--- config.mk ---
export PLATFORM = sky130hd
export DESIGN_NAME = fir_out_serial
export DESIGN_NICKNAME = d
export VERILOG_FILES = /design/src/rtl/fir_pkg.sv /design/src/rtl/sample_fifo.sv /design/src/rtl/fir_out_serial.sv
export SDC_FILE = /design/constraint.sdc
export NUM_CORES = 1
export LEC_CHECK = 0
export ABC_CLOCK_PERIOD_IN_PS = 2500
export CAP_MARGIN = 15
export CORE_MARGIN = 5
export CORE_UTILIZATION = 50
export CTS_CLUSTER_DIAMETER = 100
export DETAILED_ROUTE_END_ITERATION = 16
export PLACE_DENSITY = 0.73
export SLEW_MARGIN = 20
export SYNTH_ARGS = -nofsm -noshare
export SYNTH_HDL_FRONTEND = slang
export SYNTH_SLANG_ARGS = --single-unit
--- constraint.sdc ---
create_clock -name ck -period 2.5 [get_ports ck]
set_input_delay 0.375 -clock ck [delete_from_list [all_inputs] [get_ports ck]]
set_output_delay 0.375 -clock ck [all_outputs]
set_load 0.005 [all_outputs]
--- src/rtl/fir_pkg.sv ---
// Shared defaults and serializer state encoding for the FIR output serializer.
package fir_pkg;

  localparam int M_DEFAULT     = 24;
  localparam int W_DEFAULT     = 16;
  localparam int DEPTH_DEFAULT = 4;

  typedef enum logic [1:0] {
    IDLE  = 2'd0,
    SYNC  = 2'd1,
    SHIFT = 2'd2
  } ser_state_t;

endpackage

--- src/rtl/sample_fifo.sv ---
// Small circular FIFO holding converted words between the FIR strobe and the serializer.
module sample_fifo
  import fir_pkg::*;
#(
  parameter int W     = W_DEFAULT,
  parameter int DEPTH = DEPTH_DEFAULT,
  localparam int LW   = $clog2(DEPTH + 1)
) (
  input  logic          ck,
  input  logic          rst,
  input  logic          push,
  input  logic          pop,
  input  logic [W-1:0]  wdata,
  output logic [W-1:0]  rdata,
  output logic [LW-1:0] level,
  output logic          full
);

  localparam int AW = (DEPTH > 1) ? $clog2(DEPTH) : 1;

  logic [W-1:0]  mem [DEPTH];
  logic [AW-1:0] wr_ptr;
  logic [AW-1:0] rd_ptr;
  logic          do_push;
  logic          do_pop;

  // A push into a full FIFO still succeeds when the head leaves on the same edge.
  assign full    = (level == LW'(DEPTH));
  assign do_pop  = pop && (level != '0);
  assign do_push = push && (!full || do_pop);
  assign rdata   = mem[rd_ptr];

  function automatic logic [AW-1:0] bump(input logic [AW-1:0] p);
    return (p == AW'(DEPTH - 1)) ? '0 : p + AW'(1);
  endfunction

  // Pointers wrap at DEPTH; occupancy moves only when exactly one side is active.
  always_ff @(posedge ck or negedge rst) begin
    if (!rst) begin
      wr_ptr <= '0;
      rd_ptr <= '0;
      level  <= '0;
    end else begin
      if (do_push) wr_ptr <= bump(wr_ptr);
      if (do_pop)  rd_ptr <= bump(rd_ptr);
      if (do_push && !do_pop)      level <= level + LW'(1);
      else if (do_pop && !do_push) level <= level - LW'(1);
    end
  end

  // Storage needs no reset: emptiness is defined by the pointers and level.
  always_ff @(posedge ck) begin
    if (do_push) mem[wr_ptr] <= wdata;
  end

endmodule

--- src/rtl/fir_out_serial.sv ---
// Rounds and saturates FIR samples to W bits, buffers them, and sends each as a sync-framed MSB-first serial word.
module fir_out_serial
  import fir_pkg::*;
#(
  parameter int M     = M_DEFAULT,
  parameter int W     = W_DEFAULT,
  parameter int DEPTH = DEPTH_DEFAULT
) (
  input  logic                         ck,
  input  logic                         rst,
  input  logic signed [M-1:0]          in,
  input  logic                         input_ready,
  output logic                         sdata,
  output logic                         sync,
  output logic                         busy,
  output logic [$clog2(DEPTH+1)-1:0]   level,
  output logic                         overflow
);

  localparam int SH = M - W;
  localparam int CW = (W > 1) ? $clog2(W) : 1;
  localparam logic signed [M:0] ROUND   = (M+1)'(1) <<< (SH - 1);
  localparam logic signed [M:0] SAT_MAX = (M+1)'((1 <<< (W - 1)) - 1);
  localparam logic signed [M:0] SAT_MIN = ~SAT_MAX;

  logic signed [M:0] rounded;
  logic signed [M:0] shifted;
  logic [W-1:0]      word;
  logic [W-1:0]      rdata;
  logic              full;
  logic              pop;

  ser_state_t   state;
  ser_state_t   state_next;
  logic [W-1:0] shreg;
  logic [CW-1:0] bit_cnt;
  logic         sync_next;
  logic         sdata_next;
  logic         load;
  logic         shift_en;
  logic         cnt_clear;

  // Round half up, drop the low bits, then clamp into the W-bit signed range.
  always_comb begin
    rounded = $signed({in[M-1], in}) + ROUND;
    shifted = rounded >>> SH;
    if (shifted > SAT_MAX)      word = SAT_MAX[W-1:0];
    else if (shifted < SAT_MIN) word = SAT_MIN[W-1:0];
    else                        word = shifted[W-1:0];
  end

  sample_fifo #(
    .W     (W),
    .DEPTH (DEPTH)
  ) u_fifo (
    .ck    (ck),
    .rst   (rst),
    .push  (input_ready),
    .pop   (pop),
    .wdata (word),
    .rdata (rdata),
    .level (level),
    .full  (full)
  );

  // Serializer state register.
  always_ff @(posedge ck or negedge rst) begin
    if (!rst) state <= IDLE;
    else      state <= state_next;
  end

  // Next state plus the values the registered sync/sdata pins take on the coming edge.
  always_comb begin
    state_next = state;
    pop        = 1'b0;
    load       = 1'b0;
    shift_en   = 1'b0;
    cnt_clear  = 1'b0;
    sync_next  = 1'b0;
    sdata_next = 1'b0;
    case (state)
      IDLE: begin
        if (level != '0) begin
          pop        = 1'b1;
          load       = 1'b1;
          sync_next  = 1'b1;
          state_next = SYNC;
        end
      end
      SYNC: begin
        sdata_next = shreg[W-1];
        shift_en   = 1'b1;
        cnt_clear  = 1'b1;
        state_next = SHIFT;
      end
      SHIFT: begin
        if (bit_cnt == CW'(W - 1)) begin
          state_next = IDLE;
        end else begin
          sdata_next = shreg[W-1];
          shift_en   = 1'b1;
        end
      end
      default: state_next = IDLE;
    endcase
  end

  // Shift register, bit counter and glitch-free registered serial pins.
  always_ff @(posedge ck or negedge rst) begin
    if (!rst) begin
      shreg   <= '0;
      bit_cnt <= '0;
      sdata   <= 1'b0;
      sync    <= 1'b0;
    end else begin
      sdata <= sdata_next;
      sync  <= sync_next;
      if (load)          shreg <= rdata;
      else if (shift_en) shreg <= shreg << 1;
      if (cnt_clear)     bit_cnt <= '0;
      else if (shift_en) bit_cnt <= bit_cnt + CW'(1);
    end
  end

  // Sticky drop flag: a strobe arrived while full and nothing left the FIFO.
  always_ff @(posedge ck or negedge rst) begin
    if (!rst)                              overflow <= 1'b0;
    else if (input_ready && full && !pop)  overflow <= 1'b1;
  end

  assign busy = (state != IDLE);

endmodule

# Word-level counts from Yosys, hierarchy flattened

Memories as Yosys holds them, arrays and structs flattened.
Cells that the tools add are included.

Memories kept: 1
Output and inout bits: 7
Bits in writable memories: 64
Input bits: 27
Bits in registers: 32
Logic and storage cells: 66

Memories:

| memory     | depth | bits a word | read ports | clocked after Yosys merged registers in | write ports | RTL line          | source |
|---|---|---|---|---|---|---|---|
| u_fifo.mem | 4     | 16          | 1          | 0                                       | 1           | sample_fifo.sv:21 | `logic [W-1:0] mem [DEPTH];` |

Equal/unequal tests: 8
$lt $le $gt $ge: 2
Reduce and logical (&&, ||, !) cells: 18
$add $sub $neg: 6
Muxes and demuxes: 22

Operators by type and width:

| cell                  | number |
|---|---|
| $mux 16               | 4 |
| $add 24x9->25 const B | 1 |
| $gt 17x16->1 const B  | 1 |
| $lt 17x16->1 const B  | 1 |
| $mux 2                | 4 |
| $mux 4                | 2 |
| $reduce_bool 2->1     | 4 |
| $mux 1                | 7 |
| $eq 2x2->1 const B    | 3 |
| $logic_and 1x1->1     | 6 |
| $mux 3                | 2 |
| $pmux 2 s3            | 1 |
| $add 2x1->2 const B   | 2 |
| $add 4x1->4 const B   | 1 |
| $eq 4x4->1 const B    | 1 |
| $logic_not 1->1       | 4 |
| $ne 2x2->1 const B    | 2 |
| $pmux 1 s2            | 2 |
| $add 3x1->3 const B   | 1 |
| $eq 3x3->1 const B    | 1 |
| $reduce_bool 3->1     | 1 |
| $sub 3x1->3 const B   | 1 |
| $eq 2x1->1 const B    | 1 |
| $logic_not 2->1       | 1 |
| other kinds (2)       | 2 |

# Logic depth before layout (Yosys ltp)

Gate-level depths: netlist of the first run.

Depth in word-level cells: 10
Mapped depth: 12
Mapped depth without buffers: 11

# Modules after synthesis

From an unflattened synthesis of the first run, not the netlist that was laid out.

Cells, all modules: 328
Area total of the unflattened synthesis: 4396.7 sq um

Modules (own cells, without submodules):

| module         | cells each | area an instance (sq um) | sequential area each (sq um) | instances |
|---|---|---|---|---|
| sample_fifo    | 120        | 2783.9                   | 2097.0                       | 1 |
| fir_out_serial | 208        | 1612.8                   | 625.6                        | 1 |

# Worst setup path after synthesis of the first run

OpenSTA, ideal clock, no wires.

Path type: reg-to-reg
From: register state[0]
To: register u_fifo.level[1]
Buffers on the path: 1
Stages on the path, launching flop included: 11
Path slack: 0.141 ns
Setup time: 0.125 ns
Arrival: 2.234 ns
Cell sequence: dfrtp_1 inv_1 ha_1 inv_1 nor2_1 clkinv_1 buf_1 ha_1 inv_1 fa_1 mux2_2

Cells in the longest elaborated chain, start to end: 8
Elaborated cells between the ends (all ways): 11
Classes of those cells: 2 x mux; 9 x reduce/logical

RTL lines:

| item                               | RTL line             | source |
|---|---|---|
| from (decl)                        | fir_out_serial.sv:33 | `ser_state_t state;` |
| from (signal assigned)             | fir_out_serial.sv:69 | `else state <= state_next;` |
| $logic_not 2->1 *                  | -                    |  |
| $mux 1 *                           | -                    |  |
| via load                           | fir_out_serial.sv:39 | `logic load;` |
| $logic_and 1x1->1 *                | sample_fifo.sv:29    | `assign do_pop = pop && (level != '0);` |
| $logic_or 1x1->1                   | sample_fifo.sv:30    | `assign do_push = push && (!full \|\| do_pop);` |
| $logic_and 1x1->1                  | sample_fifo.sv:30    |  |
| $logic_not 1->1                    | sample_fifo.sv:47    | `else if (do_pop && !do_push) level <= level - LW'(1);` |
| $logic_and 1x1->1                  | sample_fifo.sv:47    |  |
| $reduce_bool 2->1 (no source line) | -                    |  |
| to (signal assigned)               | sample_fifo.sv:46    | `if (do_push && !do_pop) level <= level + LW'(1);` |
| to (signal assigned)               | sample_fifo.sv:47    |  |
| to (decl)                          | sample_fifo.sv:15    | `output logic [LW-1:0] level,` |

Mark *: on every way through the listed nets, which the timed path passes. The rest lies on a longest branch.
A chain may end at the register's enable or synchronous reset.

# Worst setup path in the final report of the first run

From: register state[0]
To: register u_fifo.level[1]

Cells in the longest elaborated chain, start to end: 8
Elaborated cells between the ends (all ways): 11
Classes of those cells: 2 x mux; 9 x reduce/logical

RTL lines:

| item                               | RTL line             | source |
|---|---|---|
| $logic_not 2->1 *                  | fir_out_serial.sv:81 | `case (state)` |
| $mux 1 *                           | fir_out_serial.sv:81 |  |
| $logic_and 1x1->1 *                | sample_fifo.sv:29    |  |
| $logic_or 1x1->1                   | sample_fifo.sv:30    |  |
| $logic_and 1x1->1                  | sample_fifo.sv:30    |  |
| $logic_not 1->1                    | sample_fifo.sv:47    |  |
| $logic_and 1x1->1                  | sample_fifo.sv:47    |  |
| $reduce_bool 2->1 (no source line) | -                    |  |

Every way passes the cells marked *; elsewhere a longest branch is shown, timed or not.

==> out/results.tsv, run 1 <==
stage	metric	value	unit
cts	cts_tree	built	
global_route	grt_max_degree	36	
sta	finalSetupTns	0	ns
drt	dr_total_vias	2758	
yosys	ys_warn_count	0	
cts	cts-root-buf	clkbuf_8	
floorplan	placement_rows	34	
drt	drcViolationCount	0	
yosys	synth_edf_count	64	
sta	hold_slack	0.412	ns
yosys	seq_area_frac_synth	61.8	%
cts	htree_levels	3	
layout	final_common_cell	edfxtp_1	
pwr	ir_drop	385	µV
setup_path	path_cells	inv_1, ha_1, nor4b_1, nor2b_1, ha_1, inv_1, fa_1, mux2_2	
global_route	grt_overflow	0	
layout	fillers	696	
floorplan	core	8640	µm²
pwr	power_density	1060	nW/µm²
yosys	netlist_instances	333	
cts	cts_setup_buffers	0	
job	drv_cap	0	
setup_path	crit_slowest_cell	fa_1	
layout	drive_gt1_share	13.4	%
place	port_buffers	26	
drt	ant_nets	0	
yosys	syn_nets	373	
sta	slew_headroom	38.4	%
sta	hold_viol_final	0	
setup_path	r2r-end	u_fifo.level[1]	
floorplan	initial_utilization	51.0	%
floorplan	die_w	104	µm
yosys	syn_area_per_cell	13.2	µm²
drt	drt-initial-drc-count	128	
cts	numCtsBuffers	9	
cts	cts.sinks	96	
sta	fin_crit	2.30	ns
setup_path	path_class	register to register	
sta	report.final.slew_viol_count	0	
drt	wl_per_cell	16.8	µm
layout	area_growth	13.7	%
worst_hold_path	hold_path.class	primary input to async pin	
drt	dr.pass1.iters	5	
cts	cts_hold_buffers	0	
place	place_area	4830	µm²
layout	postLayoutCellArea	5010	µm²
yosys	synth_area	4410	µm²
drt	wl	8.06	mm
setup_path	setup.reg_to_reg.worst_slack	0.20	ns
pwr	fin_total_pwr	5.31	mW
setup_path	required	2.76	ns
place	post-dp-hpwl	5.34	mm
pwr	p_leak	1.85	nW
setup_path	crit_arrival	2.56	ns
yosys	async_flop_share	33.3	%
floorplan	dieHeight	104	µm
layout	layout.nets	408	
layout	n_antenna_cell	0	
sta	rsz0062_at_grt	no	
setup_path	critPathCaptureType	register	
setup_path	reg2reg_depth	8	
cts	clk_path_buf_depth	2	
drt	vias_per_cell	5.73	
sta	fin_skew	0.0122	ns
yosys	ys_types	51	
place	gp_congestion	0.906	
global_route	antenna_found_initial	0	
global_route	track_usage	15.7	%
setup_path	r2r_start	state[0]	
setup_path	cp-start-kind	register	
sta	finalCritPeriodShare	92.1	%
cts	cts_resized	0	
floorplan	dieArea	10800	µm²
sta	worst_pin_slew	0.925	ns
outcome	status	complete, no violations	
setup_path	cpPeakStageDelay	0.41	ns
floorplan	pin_count	34	
yosys	synthFlopType	edfxtp_1	
cts	path_clk_slew	0.10	ns
sta	setup_viol	0	
layout	final_cell_mix	edfxtp_1 (64), nand2_1 (48), dfrtp_1 (32), clkdlybuf4s50_1 (26), nor2_1 (24)	
global_route	first_global_vias	2750	
setup_path	path_max_fanout	4	
yosys	synth_seq_cells	96	
cts	clk_latency	0.37	ns
sta	fmax	435	MHz
global_route	grt_pass1_wl	13.6	mm
-- sequential cells by signal, indices dropped and copies added, names as in the netlist --
signal	flops
bit_cnt	4
overflow	1
sdata	1
shreg	16
state	2
sync	1
u_fifo.level	3
u_fifo.mem	64
u_fifo.rd_ptr	2
u_fifo.wr_ptr	2
-- report_power, final --
| part | switching, mW | internal, mW |
|---|---|---|
| logic | 1.10 | 0.886 |
| clock network | 0.558 | 0.376 |
| registers | 0.191 | 2.20 |
| total | 1.85 | 3.46 |
-- per-layer routing --
metal	vias to the layer above	routed length, µm	GRT usage (%)
li1	1311	-	-
met1	1369	3590	20.6
met2	68	4000	25.2
met3	10	327	3.29
met4	0	144	6.85
met5	-	0	0
-- worst max path at each step --
stage | depth (start not counted) | start | endpoint | slack [ns]
4_1_cts | 6 | state[0] | u_fifo.mem[3][14] | 0.13
6_report | 8 | state[0] | u_fifo.level[1] | 0.20
2_1_floorplan | 10 | state[0] | u_fifo.level[1] | 0.14
3_5_place_dp | 6 | in[7] | u_fifo.mem[1][10] | 0.12
3_3_place_gp | 4 | input_ready | u_fifo.mem[1][0] | 0.17
5_1_grt | 6 | state[1] | u_fifo.mem[3][12] | 0.03
-- worst max-delay path: cells and delay by family, from the launching register on --
family / cells / cell delay [ns]
adder cells (fa/ha/maj): 3 / 0.88
buffers and inverters: 2 / 0.17
flip-flops: 1 / 0.36
multiplexers: 1 / 0.26
AND/OR/NAND/NOR: 2 / 0.52
-- kinds of logic after synthesis --
group,Yosys count,share of synthesized area (%)
AND/OR/NAND/NOR,116,12.8
AO/OA/AOI/OAI,50,7.69
flip-flops,96,61.8
adder cells (fa/ha/maj),13,3.86
multiplexers,17,8.43
XOR/XNOR,15,2.98
buffers and inverters,26,2.47
-- cell usage after synthesis (6+ instances only) --
master    number  area [µm²]
a31oi_1       16         100
and3_1         6        37.5
buf_2          6        30.0
clkbuf_1       6        22.5
dfrtp_1       32         801
edfxtp_1      64        1920
ha_1          12         150
inv_1         10        37.5
mux4_2        16         360
nand2_1       48         180
nand3_1       10        50.1
nor2_1        24        90.1
nor3_1         7        35.0
o21ai_0        7        35.0
xnor2_1       10        87.6
-- per-stage QoR --
step           instances  setup WS (ns)  util (%)
5_1_grt              481         0.0280      58.0
3_3_place_gp         465          0.168      56.0
6_report             481          0.199      58.0
2_1_floorplan        333          0.141         -
4_1_cts              481          0.130      58.0
3_5_place_dp         465          0.116      56.0
-- layout make-up --
type	instances	area, µm²	area share (%)
Multi-Input combinational cell	211	1580	31.4
Inverter	11	41.3	0.824
Tap cell	108	135	2.70
Clock buffer	10	128	2.55
Timing Repair Buffer	39	358	7.14
Sequential cell	96	2720	54.3
Clock inverter	6	50.0	0.999
Power figures use the tool's default switching activity.
==> inputs of run 2 (changes only) <==
--- a/config.mk
+++ b/config.mk
@@ -7,7 +7,7 @@
 export LEC_CHECK = 0
 export ABC_CLOCK_PERIOD_IN_PS = 2500
 export CAP_MARGIN = 15
-export CORE_MARGIN = 5
+export CORE_MARGIN = 2
 export CORE_UTILIZATION = 50
 export CTS_CLUSTER_DIAMETER = 100
 export DETAILED_ROUTE_END_ITERATION = 16
==> run 2 against run 1 <==
Compared with the run above: highest routed layer unchanged; cell area grew 1.8%; clock skew is essentially flat; global-route usage rose by 1.9 points; fmax increased by 2.2%; clock power increased by 2.5%; die area down 11%; sequential power barely moved; largest cell class unchanged; sequential cell count unchanged.
==> out/results.tsv, run 2 (synthesis gave the netlist of run 1 again) <==
stage	metric	value	unit	change
outcome	status	complete, no violations		
setup_path	crit_slowest_cell	fa_1		
global_route	grt_overflow	0		unchanged
worst_hold_path	hold_path.class	primary input to async pin		
layout	reg_top3	u_fifo.mem: 64 flops, shreg: 16 flops, bit_cnt: 4 flops		
sta	worst_pin_slew	0.840	ns	-0.0847 ns
drt	wl	7.79	mm	-3.3%
global_route	grt_max_degree	36		unchanged
place	post-dp-hpwl	5.52	mm	+3.3%
global_route	track_usage	17.5	%	+1.9 points
floorplan	core	8640	µm²	unchanged
cts	cts_tree	built		
layout	final_common_cell	edfxtp_1		
global_route	antenna_found_initial	0		unchanged
layout	regMostFlops	u_fifo.mem		
sta	hold_viol_final	0		unchanged
sta	fmax	444	MHz	+2.2%
layout	n_antenna_cell	0		unchanged
layout	largest_register_ffs	64		unchanged
setup_path	crit_arrival	2.51	ns	-0.05 ns
setup_path	cp.buffers_inverters	4		+2
setup_path	cp-start-kind	register		
sta	fin_skew	0.0121	ns	-0.000122 ns
pwr	ir_drop	394	µV	+2.3%
cts	clk_latency	0.36	ns	about the same
setup_path	critPathCaptureType	register		
layout	fillers	671		-3.6%
layout	layout.nets	418		+2.5%
drt	wl_per_cell	15.9	µm	-5.3%
sta	hold_slack	0.409	ns	-0.00348 ns
setup_path	path_cells	inv_1, ha_1, inv_1, nor2_1, clkinv_1, ha_1, inv_1, fa_1, mux2_2		
global_route	grt_pass1_wl	13.3	mm	-1.9%
cts	cts-root-buf	clkbuf_8		
cts	clk_path_buf_depth	2		unchanged
setup_path	r2r_start	state[0]		
floorplan	placement_rows	34		unchanged
cts	cts.sinks	96		unchanged
cts	numCtsBuffers	9		unchanged
drt	dr.pass1.iters	4		-1
drt	vias_per_cell	5.54		-3.4%
sta	fin_crit	2.25	ns	-0.0497 ns
sta	worst_slack	0.248	ns	+0.0497 ns
layout	multiInputGateArea	1580	µm²	+0.40%
cts	cts_hold_buffers	0		unchanged
sta	report.final.slew_viol_count	0		unchanged
setup_path	setup.reg_to_reg.worst_slack	0.25	ns	+0.05 ns
sta	rsz0062_at_grt	no		
sta	setup_viol	0		unchanged
pwr	power_density	1040	nW/µm²	-1.4%
drt	drt-initial-drc-count	122		-4.7%
layout	final_cell_mix	edfxtp_1 (64), nand2_1 (48), dfrtp_1 (32), clkdlybuf4s50_1 (26), nor2_1 (24)		
floorplan	dieHeight	97.9	µm	-5.8%
pwr	p_leak	1.91	nW	+3.3%
setup_path	critPathTopFamily	adder cells		
global_route	first_global_vias	2767		+0.62%
drt	dr_total_vias	2721		-1.3%
drt	ant_nets	0		unchanged
cts	htree_levels	3		unchanged
place	gp_congestion	0.844		-6.8%
sta	finalSetupTns	0	ns	unchanged
setup_path	critical_path.startpoint	state[0]		
drt	drcViolationCount	0		unchanged
setup_path	cpPeakStageDelay	0.40	ns	about the same
job	drv_cap	0		unchanged
floorplan	initial_utilization	51.0	%	unchanged
sta	finalCritPeriodShare	90.1	%	-2.0 points
sta	slew_headroom	44.0	%	+5.6 points
floorplan	pin_count	34		unchanged
floorplan	die_w	97.9	µm	-5.8%
setup_path	path_class	register to register		
layout	drive_gt1_share	15.9	%	+2.5 points
setup_path	crit_path_frequent_cell	inv_1		
setup_path	required	2.75	ns	about the same
layout	area_growth	15.8	%	
setup_path	path_max_fanout	4		unchanged
place	post-place-ws	0.0600	ns	-0.0556 ns
place	port_buffers	26		unchanged
floorplan	dieArea	9580	µm²	-11%
cts	path_clk_slew	0.10	ns	about the same
layout	regArea	2720	µm²	unchanged
run 2: power by group:
group          internal [mW]  total (mW)  switching [mW]  leakage, nW
combinational          0.897        1.98            1.08        0.845
clock                  0.390       0.957           0.567       0.0968
sequential              2.19        2.39           0.197        0.968
run 2: final timing paths:
check,end,cells after the start
max,u_fifo.level[1],9
min,shreg[14],2
max reg2reg,u_fifo.level[1],9
min reg2reg,overflow,1
max in group asynchronous,state[1],2
min in group ck,overflow,1
run 2: area by class of cell:
class | count | share of cell area, %
Sequential cell | 96 | 53.4
Multi-Input combinational cell | 211 | 31.0
Timing Repair Buffer | 49 | 8.49
Tap cell | 108 | 2.65
Clock buffer | 10 | 2.50
Clock inverter | 6 | 1.18
Inverter | 11 | 0.809
run 2: per-stage QoR:
stage / utilization, % / instances / area (µm²) / total power, mW
after global routing: 59.1 / 491 / 5100 / 5.72
after global placement: 56.8 / 475 / 4910 / 4.34
after floorplan: - / 333 / 4410 / 3.84
after CTS: 59.0 / 491 / 5090 / 5.39
final: 59.1 / 491 / 5100 / 5.33
after detailed placement: 56.8 / 475 / 4910 / 4.43
run 2: layer usage:
layer / track usage [%] / up-vias / part of all wire [%]
met5: 0 / - / 0
met4: 6.41 / 0 / 1.6
met3: 3.29 / 9 / 3.2
met2: 29.6 / 58 / 50
met1: 22.7 / 1325 / 46
li1: - / 1329 / -
run 2: repair_timing:
item / CTS / global route
hold endpoints to repair: 0 / 0
setup endpoints to repair: 0 / 1
setup buffers: 0 / 0
resized for setup: 0 / 1
==> inputs of run 3 (changes only) <==
--- a/config.mk
+++ b/config.mk
@@ -11,6 +11,7 @@
 export CORE_UTILIZATION = 50
 export CTS_CLUSTER_DIAMETER = 100
 export DETAILED_ROUTE_END_ITERATION = 16
+export MAX_ROUTING_LAYER = met4
 export PLACE_DENSITY = 0.73
 export SLEW_MARGIN = 20
 export SYNTH_ARGS = -nofsm -noshare
==> run 3 against run 2 <==
Compared with the run above: clock-buffer cell count is the same; setup slack got worse by 0.046 ns; sequential cell count unchanged; first-iteration DRC count grew 2.5%; hold slack better by 0.0022 ns; global-route usage rose by 0.80 points; clock power is 7% higher; utilization grew 0.14 points; sequential share of layout area down 0.13 points.
==> out/results.tsv, run 3 (synthesis gave the netlist of run 1 again) <==
stage	metric	value	unit	change
outcome	status	complete, no violations		
cts	numCtsBuffers	9		unchanged
pwr	power_density	1060	nW/µm²	+1.2%
floorplan	placement_rows	34		unchanged
worst_hold_path	hold_path.class	primary input to async pin		
pwr	fin_total_pwr	5.40	mW	+1.4%
sta	rsz0062_at_grt	no		
sta	fin_crit	2.30	ns	+0.0464 ns
global_route	grt_max_degree	36		unchanged
global_route	first_global_vias	2725		-1.5%
setup_path	cp-start-kind	register		
layout	n_antenna_cell	0		unchanged
floorplan	dieArea	9580	µm²	unchanged
sta	finalSetupTns	0	ns	unchanged
place	post-dp-hpwl	5.44	mm	-1.3%
setup_path	critPathCaptureType	register		
layout	final_cell_mix	edfxtp_1 (64), nand2_1 (48), dfrtp_1 (32), clkdlybuf4s50_1 (26), nor2_1 (24)		
setup_path	r2r_start	state[0]		
drt	drt-initial-drc-count	125		+2.5%
setup_path	crit_arrival	2.55	ns	+0.04 ns
layout	area_growth	16.0	%	
setup_path	required	2.76	ns	about the same
floorplan	initial_utilization	51.0	%	unchanged
cts	path_clk_slew	0.09	ns	about the same
place	gp_congestion	0.843		-0.11%
setup_path	setup.reg_to_reg.worst_slack	0.20	ns	-0.05 ns
floorplan	core	8640	µm²	unchanged
drt	wl_per_cell	16.2	µm	+2.1%
pwr	ir_drop	462	µV	+17%
layout	drive_gt1_share	15.9	%	unchanged
floorplan	dieHeight	97.9	µm	unchanged
layout	layout.nets	418		unchanged
layout	regMostFlops	u_fifo.mem		
cts	cts_hold_buffers	0		unchanged
cts	htree_levels	3		unchanged
drt	vias_per_cell	5.62		+1.3%
cts	cts_tree	built		
cts	cts-root-buf	clkbuf_8		
cts	clk_path_buf_depth	2		unchanged
layout	final_common_cell	edfxtp_1		
sta	fin_skew	0.0140	ns	+0.00187 ns
cts	cts.sinks	96		unchanged
pwr	p_leak	1.92	nW	+0.28%
drt	wl	7.95	mm	+2.1%
floorplan	pin_count	34		unchanged
sta	setup_viol	0		unchanged
setup_path	path_class	register to register		
layout	reg_top3	u_fifo.mem: 64 flops, shreg: 16 flops, bit_cnt: 4 flops		
cts	clk_latency	0.36	ns	about the same
setup_path	r2r-end	u_fifo.level[1]		
global_route	track_usage	18.3	%	+0.80 points
sta	fmax	435	MHz	-2.0%
sta	worst_pin_slew	0.850	ns	+0.0100 ns
setup_path	reg2reg_depth	8		-1
sta	hold_viol_final	0		unchanged
global_route	antenna_found_initial	0		unchanged
drt	ant_nets	0		unchanged
drt	dr.pass1.iters	5		+1
drt	dr_total_vias	2757		+1.3%
sta	finalCritPeriodShare	91.9	%	+1.9 points
job	drv_cap	0		unchanged
cts	cts_resized	0		unchanged
floorplan	die_w	97.9	µm	unchanged
layout	largest_register_ffs	64		unchanged
global_route	grt_pass1_wl	13.3	mm	-0.32%
sta	slew_headroom	43.3	%	-0.67 points
cts	cts_setup_buffers	0		unchanged
layout	fillers	690		+2.8%
global_route	grt_overflow	0		unchanged
setup_path	path_max_fanout	4		unchanged
sta	report.final.slew_viol_count	0		unchanged
place	port_buffers	26		unchanged
drt	drcViolationCount	0		unchanged
==> run 3: cell count changes in the layout (fill, tap and decap cells not counted), sizes merged <==
cell	before	now
bufinv	0	1
clkinv	3	5
clkinvlp	0	1
inv	14	10
==> run 3: routing by layer <==
metal | global-route usage, % | share of wire, %
met5 | - | 0
met4 | 6.41 | 2.2
met3 | 4.08 | 4.6
met2 | 29.3 | 48
met1 | 23.2 | 45
==> run 3: stage by stage <==
stage | cells | utilization, % | cell area [µm²] | setup WS, ns | hold WS, ns
after global routing | 491 | 59.2 | 5110 | 0.0105 | 0.443
after detailed placement | 475 | 56.8 | 4910 | 0.0617 | 0.456
final | 491 | 59.2 | 5110 | 0.202 | 0.411
after floorplan | 333 | - | 4410 | 0.141 | 0.0794
after global placement | 475 | 56.8 | 4910 | 0.0873 | 0.439
after CTS | 491 | 59.2 | 5110 | 0.146 | 0.424
==> run 3: worst max-delay path, stage by stage, from the launching register on <==
cell and delay [ns]:
dfrtp_1 0.36, inv_1 0.08, ha_1 0.24, nor4b_1 0.42, nor2b_1 0.14, ha_1 0.23
inv_1 0.07, fa_1 0.39, mux2_2 0.26
==> run 3: area by class of cell <==
| cell class | instances | area, µm² | area share, % |
|---|---|---|---|
| sequential | 96 | 2720 | 53.2 |
| multi-input combinational | 211 | 1580 | 30.8 |
| timing repair buffer | 49 | 433 | 8.47 |
| clock buffer | 10 | 138 | 2.69 |
| tap | 108 | 135 | 2.64 |
| clock inverter | 6 | 68.8 | 1.35 |
| inverter | 11 | 41.3 | 0.807 |
==> run 3: worst max-delay path by stage <==
stage                         to  cells past startpoint     start  slack, ns
2_1_floorplan    u_fifo.level[1]                     10  state[0]       0.14
3_3_place_gp   u_fifo.mem[0][14]                      8     in[7]       0.09
3_5_place_dp   u_fifo.mem[1][14]                      8     in[8]       0.06
4_1_cts          u_fifo.level[1]                      8  state[0]       0.15
5_1_grt          u_fifo.level[1]                      8  state[0]       0.01
6_report         u_fifo.level[1]                      8  state[0]       0.20
==> run 3: report_power, final <==
group | total [mW] | switching [mW] | internal [mW]
Clock | 1.02 | 0.524 | 0.493
Sequential | 2.39 | 0.194 | 2.20
Combinational | 2.00 | 1.10 | 0.893
Total | 5.40 | 1.82 | 3.58
